$ cat src/rtl/player_input_checker_debouncer.sv
// Synchronizes the raw buttons and publishes a debounced vector once the synchronized value is stable.
// Latency: 2 sync cycles + DEBOUNCE_CYCLES stable samples from raw change to deb update.
// Backpressure: none; free-running, every cycle is sampled.
module button_debouncer #(
  parameter int DEBOUNCE_CYCLES = 4
) (
  input  logic       clk,
  input  logic       reset,
  input  logic [3:0] buttons,
  output logic [3:0] deb
);

  localparam int CNT_W = $clog2(DEBOUNCE_CYCLES + 1);
  localparam logic [CNT_W-1:0] CNT_MAX = CNT_W'(DEBOUNCE_CYCLES);
  localparam logic [CNT_W-1:0] CNT_ONE = CNT_W'(1);

  logic [3:0]       sync1;
  logic [3:0]       sync2;
  logic [3:0]       last_smp;
  logic [CNT_W-1:0] stable_cnt;
  logic [CNT_W-1:0] stable_cnt_nxt;

  // Number of consecutive equal synchronized samples, including the one taken this edge.
  always_comb begin
    stable_cnt_nxt = stable_cnt;
    if (sync2 != last_smp) begin
      stable_cnt_nxt = CNT_ONE;
    end else if (stable_cnt == CNT_MAX) begin
      stable_cnt_nxt = CNT_MAX;
    end else begin
      stable_cnt_nxt = stable_cnt + CNT_ONE;
    end
  end

  // Two-flop synchronizer, sample history, stability counter and debounced output.
  always_ff @(posedge clk) begin
    if (reset) begin
      sync1      <= 4'b0000;
      sync2      <= 4'b0000;
      last_smp   <= 4'b0000;
      stable_cnt <= '0;
      deb        <= 4'b0000;
    end else begin
      sync1      <= buttons;
      sync2      <= sync1;
      last_smp   <= sync2;
      stable_cnt <= stable_cnt_nxt;
      if (stable_cnt_nxt == CNT_MAX) begin
        deb <= sync2;
      end
    end
  end

endmodule

$ cat config.mk
export PLATFORM = sky130hd
export DESIGN_NAME = button_debouncer
export DESIGN_NICKNAME = d
export VERILOG_FILES = /design/src/rtl/player_input_checker_debouncer.sv
export SDC_FILE = /design/constraint.sdc
export NUM_CORES = 1
export LEC_CHECK = 0
export CORE_MARGIN = 3
export CORE_UTILIZATION = 45
export CTS_BUF_LIST = sky130_fd_sc_hd__clkbuf_16
export CTS_CLUSTER_DIAMETER = 120
export DETAILED_ROUTE_END_ITERATION = 12
export GPL_TIMING_DRIVEN = 1
export PLACE_DENSITY_LB_ADDON = 0.12
export RECOVER_POWER = 25
export SETUP_SLACK_MARGIN = 0.15
export SYNTH_ARGS = -nofsm -noshare
export SYNTH_HDL_FRONTEND = slang
export SYNTH_SLANG_ARGS = --single-unit
$ cat constraint.sdc
create_clock -name clk -period 3.7 [get_ports clk]
set_input_delay 0.37 -clock clk [delete_from_list [all_inputs] [get_ports clk]]
set_output_delay 0.37 -clock clk [all_outputs]
set_load 0.02 [all_outputs]
## Yosys cells after proc, flatten, opt, wreduce, memory -nomap -nowiden

Cells that the tools add are included.

| word-level totals | value |
|---|---|
| output and inout bits | 4 |
| flip-flop bits (word level) | 19 |
| input port bits | 6 |
| word-level logic and storage cells | 11 |

| cells by class | value |
|---|---|
| equality and inequality tests | 3 |
| $add $sub $neg | 1 |
| mux-type cells | 2 |

Operators with widths:

| operator | number |
|---|---|
| 3-bit equality test, second input constant | 2 |
| 3-bit two-way mux | 2 |
| 4-bit inequality test | 1 |
| 3-bit by 1-bit adder with 3-bit output, second input constant | 1 |

## Logic depth before layout (Yosys ltp)

Gate-level depths: netlist of the first run.

| depth | value |
|---|---|
| word-level depth | 4 |
| depth in mapped cells | 7 |
| depth with buffers taken out | 6 |

## Worst setup path after synthesis of the first run

No wires, ideal clock.

| path | value |
|---|---|
| path type | register to register |
| start point | register stable_cnt[0] |
| end point | register deb[0] |
| setup time | 0.121 ns |
| buffers on the path | 1 |
| clock period less this slack | 1.715 ns |
| cell stages (with the launch flop) | 6 |
| setup slack | 1.985 ns |
| required time | 3.579 ns |
| data arrival time | 1.594 ns |
| cell sequence | dfxtp_1 inv_1 ha_1 or4_1 buf_2 mux2_4 |

| between the ends | value |
|---|---|
| word-level cells in the longest chain between the ends | 4 |
| elaborated cells between the ends (all ways) | 5 |
| those cells by class | add/sub (1); eq/ne (2); mux (2) |

RTL lines:

| element | line | source |
|---|---|---|
| start, declared | 20 | `logic [CNT_W-1:0] stable_cnt;` |
| start signal, assigned | 47 | `stable_cnt <= stable_cnt_nxt;` |
| 3-bit by 1-bit adder with 3-bit output / 3-bit equality test (equally long branches) | 31, 28 |  |
| 3-bit two-way mux * | 28 | `end else if (stable_cnt == CNT_MAX) begin` |
| 3-bit two-way mux * | 26 | `if (sync2 != last_smp) begin` |
| 3-bit equality test * | 48 | `if (stable_cnt_nxt == CNT_MAX) begin` |
| end signal, assigned | 49 | `deb <= sync2;` |
| end, declared | 10 | `output logic [3:0] deb` |

Mark *: on every way between the ends. The rest lies on a longest branch, timed or not.
A chain may end at the register's enable or synchronous reset.

## Worst setup path after layout of the first run

| path | value |
|---|---|
| start point | register stable_cnt[0] |
| end point | register deb[2] |

Same word-level chain as after synthesis.

==> metrics.yaml, run 1 <==
status:
  run_status: "complete, no violations"
logic_synthesis:
  synth_cell_type_count: 16
  postSynthRegisterBits: 19
  register_area_share_after_synthesis_pct: 56.93
  postSynthNetCount: 66
  postSynthAreaPerCell_um2: 11.52
  syn-cell-area_um2: 668.1
  yosys_warnings: 0
  netlist_instances: 58
route:
  vias: 388
  number_of_design_rule_violations_left_by_the_first_detailed_router_iteration: 2
  drc: 0
  totalWireLength_um: 822
  routedWlPerCell_um: 9.786
  detailedRoute.firstPassIterationCount: 2
  vias_per_cell: 4.619
  ant_nets: 0
timing:
  period_needed_ps: 1814
  max_slew_margin_pct: 58.34
  final_setup_viols: 0
  final_hold_viol_count: 0
  finalClockSkew_ps: 2.993
  grt_setup_unrepaired: "no"
  drv_slew: 0
  setup_tns_ps: 0
  max_slew.worst_pin.slew_ps: 622.8
  fmax_mhz: 551.4
  post-route-period-util_pct: 49.02
clock_network:
  post_cts_resized: 0
  tritoncts: "built"
  cts.clk_slew.worst_paths_ps: 50
  post_cts_buffers: 0
  hold_buffers: 0
  cts_made_buffers: 3
  cts-htree-levels: 1
  clkSinkCount: 19
  cts_buffer_depth: 2
  ctsRootBufferMaster: "sky130_fd_sc_hd__clkbuf_16"
  clk_latency_ps: 250
placement:
  finalWeightedCongestion: 0.6064
  place.port_buffers: 9
grt:
  gr-usage-all-layers_pct: 11.11
  globalRoute.totalOverflow: 0
  grt_pass1_vias: 370
  global_route_wire_length_before_repair_um: 1518
  maximum_number_of_pins_on_one_net_before_global_route_repair: 20
  antenna_found_initial: 0
final_layout:
  layout-area-overhead-vs-synth_pct: 26.78
  final_cell_mix: "sky130_fd_sc_hd__dfxtp_1, sky130_fd_sc_hd__nor2b_1, sky130_fd_sc_hd__clkdlybuf4s50_1"
  drive_above_1_share_pct: 10.14
  final_nets: 78
  commonest_non_fill_non_tap_cell_in_the_layout: "sky130_fd_sc_hd__dfxtp_1"
  antenna_cells: 0
worst_hold_path:
  hp-class: "flip-flop to flip-flop"
  hp-start: "sync1[3]"
  whs_endpoint: "sync2[3]"
  whs_path_depth: 1
floorplanning:
  die-area_um2: 1983
  chipWidth_um: 44.53
  floorplan.die.height_um: 44.53
  core_area_um2: 1350
  num_rows: 13
  ios: 10
  initial_core_util_pct: 49.49
worst_setup_path:
  timing.critical_path.slowest_cell_delay_ps: 680
  crit_path_cell_trace: "inv_1, ha_1, or4_1, mux2_4"
  regToRegSetupSlack_ps: 1890
  critical_path.slowest_cell: "sky130_fd_sc_hd__or4_1"
  worst-endpoint-arrival_ps: 1950
  rr_startpoint: "stable_cnt[0]"
  cp_data_required_time_ps: 3840
  worstSetupEndpointType: "flip-flop"
  timing.rr.end: "deb[2]"
  worst_path_max_fanout: 4
  timing.critical_path.from_type: "flip-flop"
  reg2regPathDepth: 4
  worstSetupPathType: "flip-flop to flip-flop"
job:
  count_of_max_cap_constraint_violations: 0
pwr:
  p_leak_uw: 0.0003421
  pwr_density_nw_per_um2: 532.1
  irDropWorstVdd_mv: 0.3781
  report.power.total_uw: 450.7
## cell type report
type / count / area [um^2]
Clock buffer: 3 / 75.07
Inverter: 2 / 7.507
Fill cell: 112 / 503.0
Timing Repair Buffer: 9 / 90.09
Tap cell: 15 / 18.77
Multi-Input combinational cell: 35 / 271.5
Sequential cell: 19 / 380.4
Clock inverter: 1 / 3.754
## worst max-delay path: cells and delay by family (launching register included)
family | cells | cell delay [ps]
flops | 1 | 340
buf+inv | 1 | 50
simple gates | 1 | 680
fa+ha+maj | 1 | 290
mux | 1 | 340
## logic make-up after synthesis
family	share of synthesized area (%)
adder cells (fa/ha/maj)	3.745
multiplexers	8.989
flip-flops	56.93
buffers and inverters	2.434
AND/OR/NAND/NOR	21.16
XOR/XNOR	5.243
AO/OA/AOI/OAI	1.497
## power breakdown
group / internal [uW] / total (uW) / switching (uW)
Combinational: 13.6 / 24.2 / 10.6
Clock: 143 / 211 / 67.4
Sequential: 213 / 216 / 3.22
## routing by layer
metal / vias up / GRT usage [%] / wire (um) / share of wire [%]
met3: 4 / 6.098 / 66 / 8.0
met5: - / 0 / 0 / 0
li1: 210 / - / - / -
met2: 13 / 16.05 / 325 / 40
met4: 0 / 7.229 / 20 / 2.4
met1: 161 / 12.47 / 409 / 50
## worst max-delay path by stage
| stage | startpoint | to | slack [ps] | cells past startpoint |
|---|---|---|---|---|
| floorplan | stable_cnt[0] | deb[0] | 1990 | 5 |
| global placement | sync2[3] | deb[2] | 1870 | 4 |
| detailed placement | stable_cnt[0] | deb[2] | 1870 | 4 |
| CTS | sync2[0] | deb[2] | 1870 | 4 |
| global route | sync2[3] | deb[0] | 1750 | 4 |
| finish | stable_cnt[0] | deb[2] | 1890 | 4 |
## synth_stat cells
cell type,count,share of area [%]
sky130_fd_sc_hd__dfxtp_1,19,57
sky130_fd_sc_hd__nor2b_1,16,15
sky130_fd_sc_hd__mux2_4,4,9.0
sky130_fd_sc_hd__xnor2_1,4,5.2
sky130_fd_sc_hd__ha_1,2,3.7
sky130_fd_sc_hd__inv_1,2,1.1
sky130_fd_sc_hd__nor2_1,2,1.1
sky130_fd_sc_hd__a21oi_1,1,0.75
sky130_fd_sc_hd__buf_2,1,0.75
sky130_fd_sc_hd__clkbuf_1,1,0.56
sky130_fd_sc_hd__nand3b_1,1,1.1
sky130_fd_sc_hd__nand4_1,1,0.94
sky130_fd_sc_hd__nor3_1,1,0.75
sky130_fd_sc_hd__nor3b_1,1,1.1
sky130_fd_sc_hd__o21ai_0,1,0.75
sky130_fd_sc_hd__or4_1,1,1.1
## state kept, by name, indices dropped and copies added (netlist names)
name and count:
deb 4, last_smp 4, sync1 4, sync2 4, stable_cnt 3
## metrics by stage
| stage | instances | hold WS, ps | utilization, % | area, um^2 | worst slack, ps |
|---|---|---|---|---|---|
| after floorplan | 58 | 413.8 | - | 668.1 | 1985 |
| after global placement | 80 | 422.2 | 56.90 | 768.2 | 1874 |
| after detailed placement | 80 | 426.4 | 56.90 | 768.2 | 1866 |
| after CTS | 84 | 438.1 | 62.74 | 847.1 | 1869 |
| after global routing | 84 | 457.0 | 62.74 | 847.1 | 1749 |
| final | 84 | 432.7 | 62.74 | 847.1 | 1886 |
(Power assumes the default switching activity.)
==> inputs of run 2 (changes only) <==
clock period = 1.7 ns   (was 3.7 ns; I/O delays follow)
==> metrics.yaml, run 2 (synthesized netlist as in run 1, its figures left out) <==
status:
  run_status: "complete, no violations"
route:
  routedWlPerCell_um: 12.00  # +23%
  number_of_design_rule_violations_left_by_the_first_detailed_router_iteration: 5  # +3
  detailedRoute.firstPassIterationCount: 2  # unchanged
  drc: 0  # unchanged
  totalWireLength_um: 1044  # +27%
  vias_per_cell: 4.793  # +3.8%
  vias: 417  # +7.5%
  ant_nets: 0  # unchanged
grt:
  grt_pass1_vias: 463  # +25%
  globalRoute.totalOverflow: 0  # unchanged
  global_route_wire_length_before_repair_um: 1918  # +26%
  maximum_number_of_pins_on_one_net_before_global_route_repair: 14  # -30%
  gr-usage-all-layers_pct: 13.70  # +2.6 points
  antenna_found_initial: 0  # unchanged
placement:
  preCtsSetupSlack_ps: -60.99  # -1927 ps
  dp_hpwl_um: 779.3
  finalWeightedCongestion: 0.6060  # about the same
  place.port_buffers: 9  # unchanged
  post_dp_cell_area_um2: 784.5  # +2.1%
pwr:
  p_seq_share_pct: 46.8  # -1.1 points
  clock_power_share_pct: 45.9  # -0.8 points
  p_leak_uw: 0.0003555  # +3.9%
  irDropWorstVdd_mv: 0.6380  # +69%
  pwr_density_nw_per_um2: 1125  # +110%
  power.switching_uw: 187.7  # +130%
  switching_share_pct: 18.62  # +0.61 points
  internal_power_uw: 820.5  # +120%
  comb_power_share_pct: 7.2  # +1.8 points
floorplanning:
  core_area_um2: 1350  # unchanged
  ios: 10  # unchanged
  chipWidth_um: 44.53  # unchanged
  initial_core_util_pct: 49.49  # unchanged
  die-area_um2: 1983  # unchanged
  floorplan.die.height_um: 44.53  # unchanged
  num_rows: 13  # unchanged
final_layout:
  register_area_um2: 382.9  # +0.66%
  filler_cell_count: 116  # +3.6%
  final_nets: 81  # +3.8%
  commonest_non_fill_non_tap_cell_in_the_layout: "sky130_fd_sc_hd__dfxtp_1"
  drive_above_1_share_pct: 26.39  # +16 points
  antenna_cells: 0  # unchanged
  layout-area-overhead-vs-synth_pct: 34.08
  final_cell_mix: "sky130_fd_sc_hd__dfxtp_1, sky130_fd_sc_hd__nor2b_1, sky130_fd_sc_hd__clkdlybuf4s50_1"
  final_design_area_no_fill_um2: 895.9  # +5.8%
  multiInputGateArea_um2: 294.0  # +8.3%
timing:
  layout_setup_ws_ps: 49.94  # -1836 ps
  final_setup_viols: 0  # unchanged
  fmax_mhz: 606.0  # +9.9%
  max_slew_margin_pct: 69.77  # +11 points
  post-route-period-util_pct: 97.06  # +48 points
  drv_slew: 0  # unchanged
  hold_slack_ps: 435.7  # +2.964 ps
  final_hold_viol_count: 0  # unchanged
  max_slew.worst_pin.slew_ps: 451.9  # -170.8 ps
  grt_setup_unrepaired: "yes"
  period_needed_ps: 1650  # -163.5 ps
  finalClockSkew_ps: 2.837  # -0.1556 ps
worst_setup_path:
  worst_path_max_fanout: 4  # unchanged
  worstSetupPathType: "flip-flop to flip-flop"
  crit_path_cell_trace: "inv_2, ha_4, nand3b_1, o21ai_2, or4_4, mux2_4"
  worst-endpoint-arrival_ps: 1780  # -170 ps
  timing.critical_path.slowest_cell_delay_ps: 530  # -150 ps
  worstSetupEndpointType: "flip-flop"
  timing.critical_path.from_type: "flip-flop"
  cp_data_required_time_ps: 1830  # -2010 ps
  critical_path.slowest_cell: "sky130_fd_sc_hd__or4_4"
clock_network:
  ctsRootBufferMaster: "sky130_fd_sc_hd__clkbuf_16"
  cts-htree-levels: 1  # unchanged
  cts_made_buffers: 3  # unchanged
  cts_buffer_depth: 2  # unchanged
  clk_latency_ps: 240  # about the same
  hold_buffers: 0  # unchanged
  cts.clk_slew.worst_paths_ps: 50  # about the same
  tritoncts: "built"
  clkSinkCount: 19  # unchanged
job:
  count_of_max_cap_constraint_violations: 0  # unchanged
worst_hold_path:
  hp-class: "flip-flop to flip-flop"
## run 2: stage by stage
stage               instances  power (uW)  setup TNS, ps  utilization, %
finish                     87        1008              0           66.36
global route               87        1052         -9.511           66.36
CTS                        87        1023              0           66.36
detailed placement         82       542.5         -188.1           58.11
global placement           82       540.7         -72.32           58.11
floorplan                  58       513.0              0               -
## run 2: worst paths after layout
| check | slack [ps] | cells after the start | to | from |
|---|---|---|---|---|
| max | 50 | 6 | deb[3] | stable_cnt[1] |
| min | 440 | 1 | sync2[3] | sync1[3] |
| max reg2reg | 50 | 6 | deb[3] | stable_cnt[1] |
| min reg2reg | 440 | 1 | sync2[3] | sync1[3] |
## run 2: layout make-up
cell class	instances	area share, %
Multi-Input combinational cell	35	32.82
Clock buffer	3	8.380
Inverter	2	0.8380
Sequential cell	19	42.74
Clock inverter	1	0.5587
Timing Repair Buffer	12	12.57
Tap cell	15	2.095
## run 2: power groups by stage
| stage | Sequential [uW] | Combinational (uW) | Clock (uW) |
|---|---|---|---|
| after global placement | 479 | 61.5 | 0 |
| after global routing | 474 | 80.5 | 497 |
| after CTS | 472 | 74.3 | 477 |
| after detailed placement | 480 | 62.6 | 0 |
| after floorplan | 478 | 34.8 | 0 |
| final | 472 | 72.7 | 463 |
## run 2: worst max-delay path: cells and delay by family, from the launching register on
family	cells	cell delay (ps)
simple gates	2	640
flops	1	320
mux	1	320
fa+ha+maj	1	120
compound gates	1	70
buf+inv	1	60
## run 2: repair_timing
action / 4_1_cts / 5_1_grt
pin swaps: 2 / 1
endpoints found under the hold margin: 0 / 0
endpoints found under the setup margin: 4 / 4
resized for setup: 9 / 0
setup buffers: 1 / 0
## run 2: per-layer routing
metal	wire length, um	part of all wire [%]	track usage, %
met1	481	46	15.21
met4	10	0.96	7.229
met5	0	0	0
met3	54	5.2	3.659
met2	498	48	23.50
==> inputs of run 3 (changes only) <==
CORE_ASPECT_RATIO = 0.8   (was unset)
CORE_UTILIZATION = 35   (was 45)
clock period = 1.9 ns   (was 1.7 ns; I/O delays follow)
==> metrics.yaml, run 3 (synthesized netlist as in run 1, its figures left out) <==
timing:
  grt_setup_unrepaired: "no"
  setup_tns_ps: 0  # unchanged
  drv_slew: 0  # unchanged
  period_needed_ps: 1677  # +26.49 ps
  final_setup_viols: 0  # unchanged
  fmax_mhz: 596.5  # -1.6%
  max_slew.worst_pin.slew_ps: 309.4  # -142.5 ps
  layout_setup_ws_ps: 223.5  # +173.5 ps
  final_hold_viol_count: 0  # unchanged
  max_slew_margin_pct: 79.30  # +9.5 points
  finalClockSkew_ps: 1.750  # -1.088 ps
  post-route-period-util_pct: 88.24  # -8.8 points
placement:
  preCtsSetupSlack_ps: 114.2  # +175.2 ps
  finalWeightedCongestion: 0.7069  # +17%
  place.port_buffers: 9  # unchanged
  dp_hpwl_um: 687.8  # -12%
final_layout:
  commonest_non_fill_non_tap_cell_in_the_layout: "sky130_fd_sc_hd__dfxtp_1"
  final_cell_mix: "sky130_fd_sc_hd__dfxtp_1, sky130_fd_sc_hd__nor2b_1, sky130_fd_sc_hd__clkdlybuf4s50_1"
  layout-area-overhead-vs-synth_pct: 31.65
  drive_above_1_share_pct: 15.28  # -11 points
  antenna_cells: 0  # unchanged
  final_nets: 81  # unchanged
floorplanning:
  floorplan.die.height_um: 45.08  # +1.2%
  die-area_um2: 2473  # +25%
  chipWidth_um: 54.85  # +23%
  initial_core_util_pct: 39.12  # -10 points
  ios: 10  # unchanged
  num_rows: 13  # unchanged
  core_area_um2: 1708  # +27%
worst_setup_path:
  cp_data_required_time_ps: 2030  # +200 ps
  timing.critical_path.from_type: "flip-flop"
  rr_startpoint: "stable_cnt[0]"
  critPathLaunch: "stable_cnt[0]"
  worst_path_max_fanout: 4  # unchanged
  worstSetupEndpointType: "flip-flop"
  worst-endpoint-arrival_ps: 1810  # +30 ps
  worstSetupPathType: "flip-flop to flip-flop"
job:
  count_of_max_cap_constraint_violations: 0  # unchanged
clock_network:
  cts.clk_slew.worst_paths_ps: 50  # about the same
  cts_made_buffers: 3  # unchanged
  cts_buffer_depth: 2  # unchanged
  tritoncts: "built"
  cts-htree-levels: 1  # unchanged
  clkSinkCount: 19  # unchanged
  post_cts_buffers: 0  # -1
  ctsRootBufferMaster: "sky130_fd_sc_hd__clkbuf_16"
  clk_latency_ps: 250  # about the same
  hold_buffers: 0  # unchanged
route:
  vias: 406  # -2.6%
  ant_nets: 0  # unchanged
  number_of_design_rule_violations_left_by_the_first_detailed_router_iteration: 1  # -4
  routedWlPerCell_um: 9.851  # -18%
  drc: 0  # unchanged
  totalWireLength_um: 926  # -11%
  vias_per_cell: 4.319  # -9.9%
  detailedRoute.firstPassIterationCount: 2  # unchanged
pwr:
  p_leak_uw: 0.0003532  # -0.65%
  pwr_density_nw_per_um2: 1019  # -9.5%
  irDropWorstVdd_mv: 0.7553  # +18%
worst_hold_path:
  hp-start: "sync1[0]"
  hp-class: "flip-flop to flip-flop"
grt:
  gr-usage-all-layers_pct: 9.658  # -4.0 points
  grt_pass1_vias: 379  # -18%
  maximum_number_of_pins_on_one_net_before_global_route_repair: 12  # -2
  globalRoute.totalOverflow: 0  # unchanged
  antenna_found_initial: 0  # unchanged
  global_route_wire_length_before_repair_um: 1538  # -20%
status:
  run_status: "complete, no violations"
-- run 3: changes by cell type in the layout (fill, tap and decap cells not counted), sizes merged --
cell / before / now
buf: 3 / 2
clkbuf: 3 / 4
-- run 3: metrics by stage --
step	area, um^2	utilization, %	cells	total power, uW	hold WS, ps
after detailed placement	799.5	46.81	90	484.9	426.5
after global routing	879.6	51.50	94	934.2	447.8
final	879.6	51.50	94	895.9	433.2
after CTS	883.3	51.72	94	910.0	439.2
after floorplan	668.1	-	58	458.1	261.6
after global placement	799.5	46.81	90	483.9	419.6
-- run 3: path summary, 6_finish.rpt --
kind         cells past startpoint  endpoint  slack, ps
max                              4    deb[0]        220
min                              1  sync2[0]        430
max reg2reg                      4    deb[0]        220
min reg2reg                      1  sync2[0]        430
-- run 3: layout make-up --
| cell class | count | area, um^2 |
|---|---|---|
| Timing Repair Buffer | 12 | 108.9 |
| Sequential cell | 19 | 380.4 |
| Clock inverter | 1 | 5.005 |
| Clock buffer | 3 | 75.07 |
| Tap cell | 22 | 27.53 |
| Multi-Input combinational cell | 35 | 275.3 |
| Inverter | 2 | 7.507 |
| Fill cell | 163 | 828.3 |
-- run 3: worst max-delay path: stages, from the launching register on --
cell                      delay [ps]
sky130_fd_sc_hd__dfxtp_1         340
sky130_fd_sc_hd__inv_1            50
sky130_fd_sc_hd__ha_1            290
sky130_fd_sc_hd__or4_4           570
sky130_fd_sc_hd__mux2_4          310
-- run 3: metal layers --
metal / wire length (um) / vias to the layer above / GRT usage (%)
met4: 8 / 0 / 4.478
met1: 476 / 181 / 10.82
li1: - / 212 / -
met3: 79 / 2 / 6.931
met2: 363 / 11 / 13.68
met5: 0 / - / 0
-- run 3: timing repair --
item,4_1_cts,5_1_grt
pin swaps,0,1
resized for setup,1,0
setup endpoints to repair,4,4
-- run 3: where the power goes --
group / switching, uW / internal, uW
logic: 23.6 / 32.2
clock network: 138 / 282
registers: 6.36 / 414
